===== src/rtl/cdc_hs_rx_if.sv =====
// Bundle between the toggle-handshake source, the local consumer and cdc_hs_rx.
// master = source + consumer side, slave = cdc_hs_rx.
interface cdc_hs_rx_if #(
   parameter int unsigned D_WIDTH = 32
);
   logic               req_s;
   logic [D_WIDTH-1:0] data_s;
   logic               ack_d;
   logic               dout_valid;
   logic               dout_ready;
   logic [D_WIDTH-1:0] dout_data;
   logic               busy;

   modport master (
      output req_s, data_s, dout_ready,
      input  ack_d, dout_valid, dout_data, busy
   );

   modport slave (
      input  req_s, data_s, dout_ready,
      output ack_d, dout_valid, dout_data, busy
   );
endinterface


===== src/rtl/cdc_hs_rx.sv =====
// Destination side of a two-phase req/ack CDC handshake: syncs req_s, captures data_s,
// presents it on valid/ready and toggles ack_d on acceptance. Option: CDC_HS_RX_ERR_EN.
module cdc_hs_rx #(
   parameter int unsigned       D_WIDTH      = 32,
   parameter bit                DELAY_2      = 1'b1,
   parameter logic [D_WIDTH-1:0] DATA_DEFAULT = '0
) (
   input  logic        clk_d,
   input  logic        rst_d_n,
   cdc_hs_rx_if.slave  bus
`ifdef CDC_HS_RX_ERR_EN
   ,
   input  logic        err_clr,
   output logic        proto_err
`endif
);

   localparam int unsigned SYNC_LEN = DELAY_2 ? 2 : 3;

   typedef enum logic {IDLE = 1'b0, VALID = 1'b1} state_e;

   state_e               state_q, state_d;
   logic [SYNC_LEN-1:0]  sync_q, sync_d;
   logic                 req_last_q, req_last_d;
   logic                 ack_q, ack_d_nxt;
   logic                 dout_valid_q, dout_valid_d;
   logic [D_WIDTH-1:0]   dout_data_q, dout_data_d;
   logic                 busy_q, busy_d;
   logic                 req_sync;
   logic                 new_req;

   assign sync_d   = {sync_q[SYNC_LEN-2:0], bus.req_s};
   assign req_sync = sync_q[SYNC_LEN-1];
   assign new_req  = req_sync ^ req_last_q;

   // State register and all datapath flops
   always_ff @(posedge clk_d or negedge rst_d_n) begin
      if (!rst_d_n) begin
         state_q      <= IDLE;
         sync_q       <= '0;
         req_last_q   <= 1'b0;
         ack_q        <= 1'b0;
         dout_valid_q <= 1'b0;
         dout_data_q  <= DATA_DEFAULT;
         busy_q       <= 1'b0;
      end else begin
         state_q      <= state_d;
         sync_q       <= sync_d;
         req_last_q   <= req_last_d;
         ack_q        <= ack_d_nxt;
         dout_valid_q <= dout_valid_d;
         dout_data_q  <= dout_data_d;
         busy_q       <= busy_d;
      end
   end

   // Next-state logic
   always_comb begin
      state_d = state_q;
      case (state_q)
         IDLE:    if (new_req)        state_d = VALID;
         VALID:   if (bus.dout_ready) state_d = IDLE;
         default: state_d = IDLE;
      endcase
   end

   // Output / datapath next values; data_s is safe to sample once req has been synchronised
   always_comb begin
      req_last_d   = req_last_q;
      ack_d_nxt    = ack_q;
      dout_valid_d = dout_valid_q;
      dout_data_d  = dout_data_q;
      busy_d       = busy_q;
      case (state_q)
         IDLE: begin
            if (new_req) begin
               dout_data_d  = bus.data_s;
               req_last_d   = req_sync;
               dout_valid_d = 1'b1;
               busy_d       = 1'b1;
            end
         end
         VALID: begin
            if (bus.dout_ready) begin
               dout_valid_d = 1'b0;
               busy_d       = 1'b0;
               ack_d_nxt    = ~ack_q;
            end
         end
         default: begin
            dout_valid_d = 1'b0;
            busy_d       = 1'b0;
         end
      endcase
   end

   assign bus.ack_d      = ack_q;
   assign bus.dout_valid = dout_valid_q;
   assign bus.dout_data  = dout_data_q;
   assign bus.busy       = busy_q;

`ifdef CDC_HS_RX_ERR_EN
   logic req_sync_q;
   logic proto_err_q, proto_err_d;

   // Sticky flag: req moved while a word was still unacknowledged; set beats clear
   always_comb begin
      proto_err_d = proto_err_q;
      if (err_clr) proto_err_d = 1'b0;
      if (state_q == VALID && req_sync != req_sync_q) proto_err_d = 1'b1;
   end

   always_ff @(posedge clk_d or negedge rst_d_n) begin
      if (!rst_d_n) begin
         req_sync_q  <= 1'b0;
         proto_err_q <= 1'b0;
      end else begin
         req_sync_q  <= req_sync;
         proto_err_q <= proto_err_d;
      end
   end

   assign proto_err = proto_err_q;
`endif

endmodule

===== src/flat_wrapper.sv =====
// flat-port wrapper written by rule: the top's interface ports become plain ports
module cdc_hs_rx_flat 
#(
   parameter int unsigned       D_WIDTH      = 32,
   parameter bit                DELAY_2      = 1'b1,
   parameter logic [D_WIDTH-1:0] DATA_DEFAULT = '0
)
  (clk_d, rst_d_n, bus_req_s, bus_data_s, bus_dout_ready, bus_ack_d, bus_dout_valid, bus_dout_data, bus_busy);
  cdc_hs_rx_if #(.D_WIDTH(D_WIDTH)) bus_i ();
  input  logic clk_d;
  input  logic rst_d_n;
  input wire logic [$bits(bus_i.req_s)-1:0] bus_req_s;
  input wire logic [$bits(bus_i.data_s)-1:0] bus_data_s;
  input wire logic [$bits(bus_i.dout_ready)-1:0] bus_dout_ready;
  output wire logic [$bits(bus_i.ack_d)-1:0] bus_ack_d;
  output wire logic [$bits(bus_i.dout_valid)-1:0] bus_dout_valid;
  output wire logic [$bits(bus_i.dout_data)-1:0] bus_dout_data;
  output wire logic [$bits(bus_i.busy)-1:0] bus_busy;
  assign bus_i.req_s = bus_req_s;
  assign bus_i.data_s = bus_data_s;
  assign bus_i.dout_ready = bus_dout_ready;
  assign bus_ack_d = bus_i.ack_d;
  assign bus_dout_valid = bus_i.dout_valid;
  assign bus_dout_data = bus_i.dout_data;
  assign bus_busy = bus_i.busy;
  cdc_hs_rx #(.D_WIDTH(D_WIDTH), .DELAY_2(DELAY_2), .DATA_DEFAULT(DATA_DEFAULT)) u_core (.clk_d(clk_d), .rst_d_n(rst_d_n), .bus(bus_i));
endmodule

===== config.mk =====
export PLATFORM = sky130hd
export DESIGN_NAME = cdc_hs_rx_flat
export DESIGN_NICKNAME = d
export VERILOG_FILES = /design/src/rtl/cdc_hs_rx_if.sv /design/src/rtl/cdc_hs_rx.sv /design/src/flat_wrapper.sv
export SDC_FILE = /design/constraint.sdc
export NUM_CORES = 1
export LEC_CHECK = 0
export CAP_MARGIN = 5
export CELL_PAD_IN_SITES_DETAIL_PLACEMENT = 2
export CELL_PAD_IN_SITES_GLOBAL_PLACEMENT = 2
export CORE_MARGIN = 1
export CORE_UTILIZATION = 28
export CTS_BUF_LIST = sky130_fd_sc_hd__clkbuf_4 sky130_fd_sc_hd__clkbuf_8
export DETAILED_ROUTE_END_ITERATION = 6
export GPL_ROUTABILITY_DRIVEN = 0
export PLACE_DENSITY = 0.87
export SLEW_MARGIN = 20
export SYNTH_ARGS = -nofsm -noshare
export SYNTH_HDL_FRONTEND = slang
export SYNTH_SLANG_ARGS = --single-unit
export TNS_END_PERCENT = 20

===== constraint.sdc =====
create_clock -name clk_d -period 1.79 [get_ports clk_d]
set_clock_uncertainty 0.05 [all_clocks]
set_input_delay 0.358 -clock clk_d [delete_from_list [all_inputs] [get_ports clk_d]]
set_output_delay 0.358 -clock clk_d [all_outputs]
set_load 0.03 [all_outputs]

==> flow_summary.json <==
{
  "critical-path-max-stage-delay_ns": 0.69,
  "cts_setup_buffers": 0,
  "initial_utilization_pct": 30.0,
  "io_pins": 71,
  "final_antenna_net_count": 0,
  "gr-total-overflow": 0,
  "grt_start_max_net_pins": 39,
  "cts.sinks": 38,
  "timing.final.ws_setup_ns": 0.0406,
  "fmax_mhz": 572,
  "worst_path_max_delay_cell": "clkdlybuf4s50_1",
  "avgSynthCellArea_um2": 18.7,
  "area_growth_pct": 53.5,
  "dieArea_um2": 5910,
  "stdcell_count": 229,
  "required_ns": 1.38,
  "antenna_found_initial": 0,
  "slew_headroom_pct": 44.3,
  "root_buffer": "clkbuf_8",
  "drt_pass1_iterations": 3,
  "critPathTopFamily": "buffers and inverters",
  "fin_crit_ns": 1.75,
  "critPathLaunchType": "flop",
  "tightest_slew_ns": 0.836,
  "slew_violations": 0,
  "track_usage_pct": 13.2,
  "period_share_pct": 97.7,
  "peakVddDrop_mv": 0.854,
  "drive_gt1_share_pct": 28.3,
  "ctsHoldBuffers": 0,
  "rsz0062_at_grt": "no",
  "status": "complete, no violations",
  "drc": 0,
  "via_per_inst": 4.28,
  "tritoncts": "built",
  "io_buffers": 70,
  "path_buf_inv": 1,
  "drt-total-wl_mm": 3.66,
  "hold_viol": 0,
  "path_max_fanout": 2,
  "rows": 26,
  "grt_pass1_vias": 1152,
  "cp_cell_sequence": "clkdlybuf4s50_1",
  "p_per_area_nw_per_um2": 2120,
  "finalSetupTns_ns": 0,
  "yosysSeqAreaShare_pct": 60.6,
  "die_h_um": 76.9,
  "setup_viol": 0,
  "cp-end-kind": "output pin",
  "clk_path_buf_depth": 2,
  "dpl.hpwl_mm": 2.70,
  "clock_latency_ns": 0.28,
  "grt_first_pass_wirelength_mm": 5.93,
  "core_um2": 5240,
  "h-tree-depth": 2,
  "worstPathArrival_ns": 1.34,
  "syn_area_um2": 1570,
  "synth_cell_types": 14,
  "syn_nets": 120,
  "holdCritPathClass": "input pin to async pin",
  "drtIter0Drc": 28,
  "placed_cells": 221,
  "synth_warnings": 0,
  "dr_total_vias": 980,
  "place_ws_ns": 0.160,
  "antennaDiodeCount": 0,
  "p_leak_nw": 1.11,
  "num-fill-cells": 486,
  "cts_buffers": 5,
  "synthCells": 84,
  "criticalPathCategory": "flop to output pin",
  "die_width_um": 76.9,
  "clk_pin_slew_ns": 0.07,
  "ys_ff_latch": 38,
  "cap_violations": 0,
  "fin_nets": 194,
  "rrSetupSlack_ns": 0.13,
  "routedWlPerCell_um": 16.0
}
-- power by group --
group	leakage, nW	total, W	internal [W]	switching [W]
Combinational	0.618	0.00294	0.00152	0.00142
Sequential	0.445	0.00156	0.00129	0.000267
Clock	0.0517	0.000614	0.000326	0.000288
-- per-layer routing --
metal / part of all wire [%] / track usage, %
met1: 38 / 14.8
met2: 53 / 23.2
met3: 8.0 / 5.12
met4: 0.88 / 3.46
met5: 0 / 0
-- synthesized netlist by cell type --
master / count / area (um2)
inv_1: 1 / 3.75
o21a_1: 1 / 7.51
mux2_2: 3 / 33.8
dfrtp_1: 38 / 951
buf_12: 3 / 60.1
nor2_1: 1 / 3.75
xor2_1: 1 / 8.76
buf_6: 1 / 11.3
nand2_1: 1 / 3.75
nor2b_4: 1 / 13.8
mux2_4: 30 / 450
o22ai_1: 1 / 6.26
buf_4: 1 / 7.51
xnor2_1: 1 / 8.76
-- cell usage in the layout, fill, tap and decap left out, drive strengths merged --
cell type	n
dlygate4sd2	3
xor2	1
mux2	33
nor2b	1
buf	3
dfrtp	38
dlymetal6s2s	7
clkinv	1
nand2	1
o21a	1
o22ai	1
nor2	1
clkbuf	7
clkdlybuf4s50	59
inv	1
xnor2	1
-- state kept, by name (all words and copies together) (netlist names) --
signal and count:
u_core.bus.ack_d 1, u_core.bus.dout_data 32, u_core.bus.dout_valid 1, u_core.req_last_q 1, u_core.state_q 1, u_core.sync_q 2
-- through the flow --
stage | area, um2 | total power [W] | utilization [%] | hold slack, ns
floorplan | 1570 | 0.00356 | - | 0.0124
global placement | 2300 | 0.00447 | 44.0 | 0.286
detailed placement | 2300 | 0.00457 | 44.0 | 0.302
CTS | 2390 | 0.00522 | 45.7 | 0.158
global route | 2410 | 0.00536 | 46.0 | 0.182
finish | 2410 | 0.00511 | 46.0 | 0.119
-- worst paths after layout --
path                                                     from                                   end  cells after the start
worst max register to register  u_core.req_last_q$_DFFE_PN0P_  u_core.bus.dout_data[22]$_DFFE_PN0P_                      4
worst min-delay path                                  rst_d_n   u_core.bus.dout_data[8]$_DFFE_PN0P_                      1
max in group asynchronous                             rst_d_n   u_core.bus.dout_data[5]$_DFFE_PN0P_                      1
min in group clk_d                 u_core.sync_q[0]$_DFF_PN0_            u_core.sync_q[1]$_DFF_PN0_                      0
worst min register to register     u_core.sync_q[0]$_DFF_PN0_            u_core.sync_q[1]$_DFF_PN0_                      0
worst max-delay path             u_core.bus.ack_d$_DFFE_PN0P_                             bus_ack_d                      1
-- what timing repair did --
action / CTS / global route
pin swaps: 0 / 0
resized for setup: 3 / 7
endpoints found under the setup margin: 3 / 7
-- kinds of logic (layout without fill, tap and decap cells) --
kind of cell              after synthesis  after routing  share of synthesized area (%)
muxes                                  33             33                           30.8
and+or+nand+nor                         3              3                           1.35
buffers and inverters                   6             81                           5.26
DFF                                    38             38                           60.6
AOI/OAI and AO/OA                       2              2                          0.877
xor gates and xnor gates                2              2                           1.12
-- final cells by class --
type / count / area (um2) / share of cell area [%]
Clock buffer: 7 / 90.1 / 3.74
Clock inverter: 1 / 5.00 / 0.208
Multi-Input combinational cell: 40 / 537 / 22.3
Sequential cell: 38 / 951 / 39.4
Timing Repair Buffer: 72 / 737 / 30.6
Inverter: 1 / 3.75 / 0.156
Tap cell: 70 / 87.6 / 3.63
No activity file was read; power rests on OpenSTA's default activity.
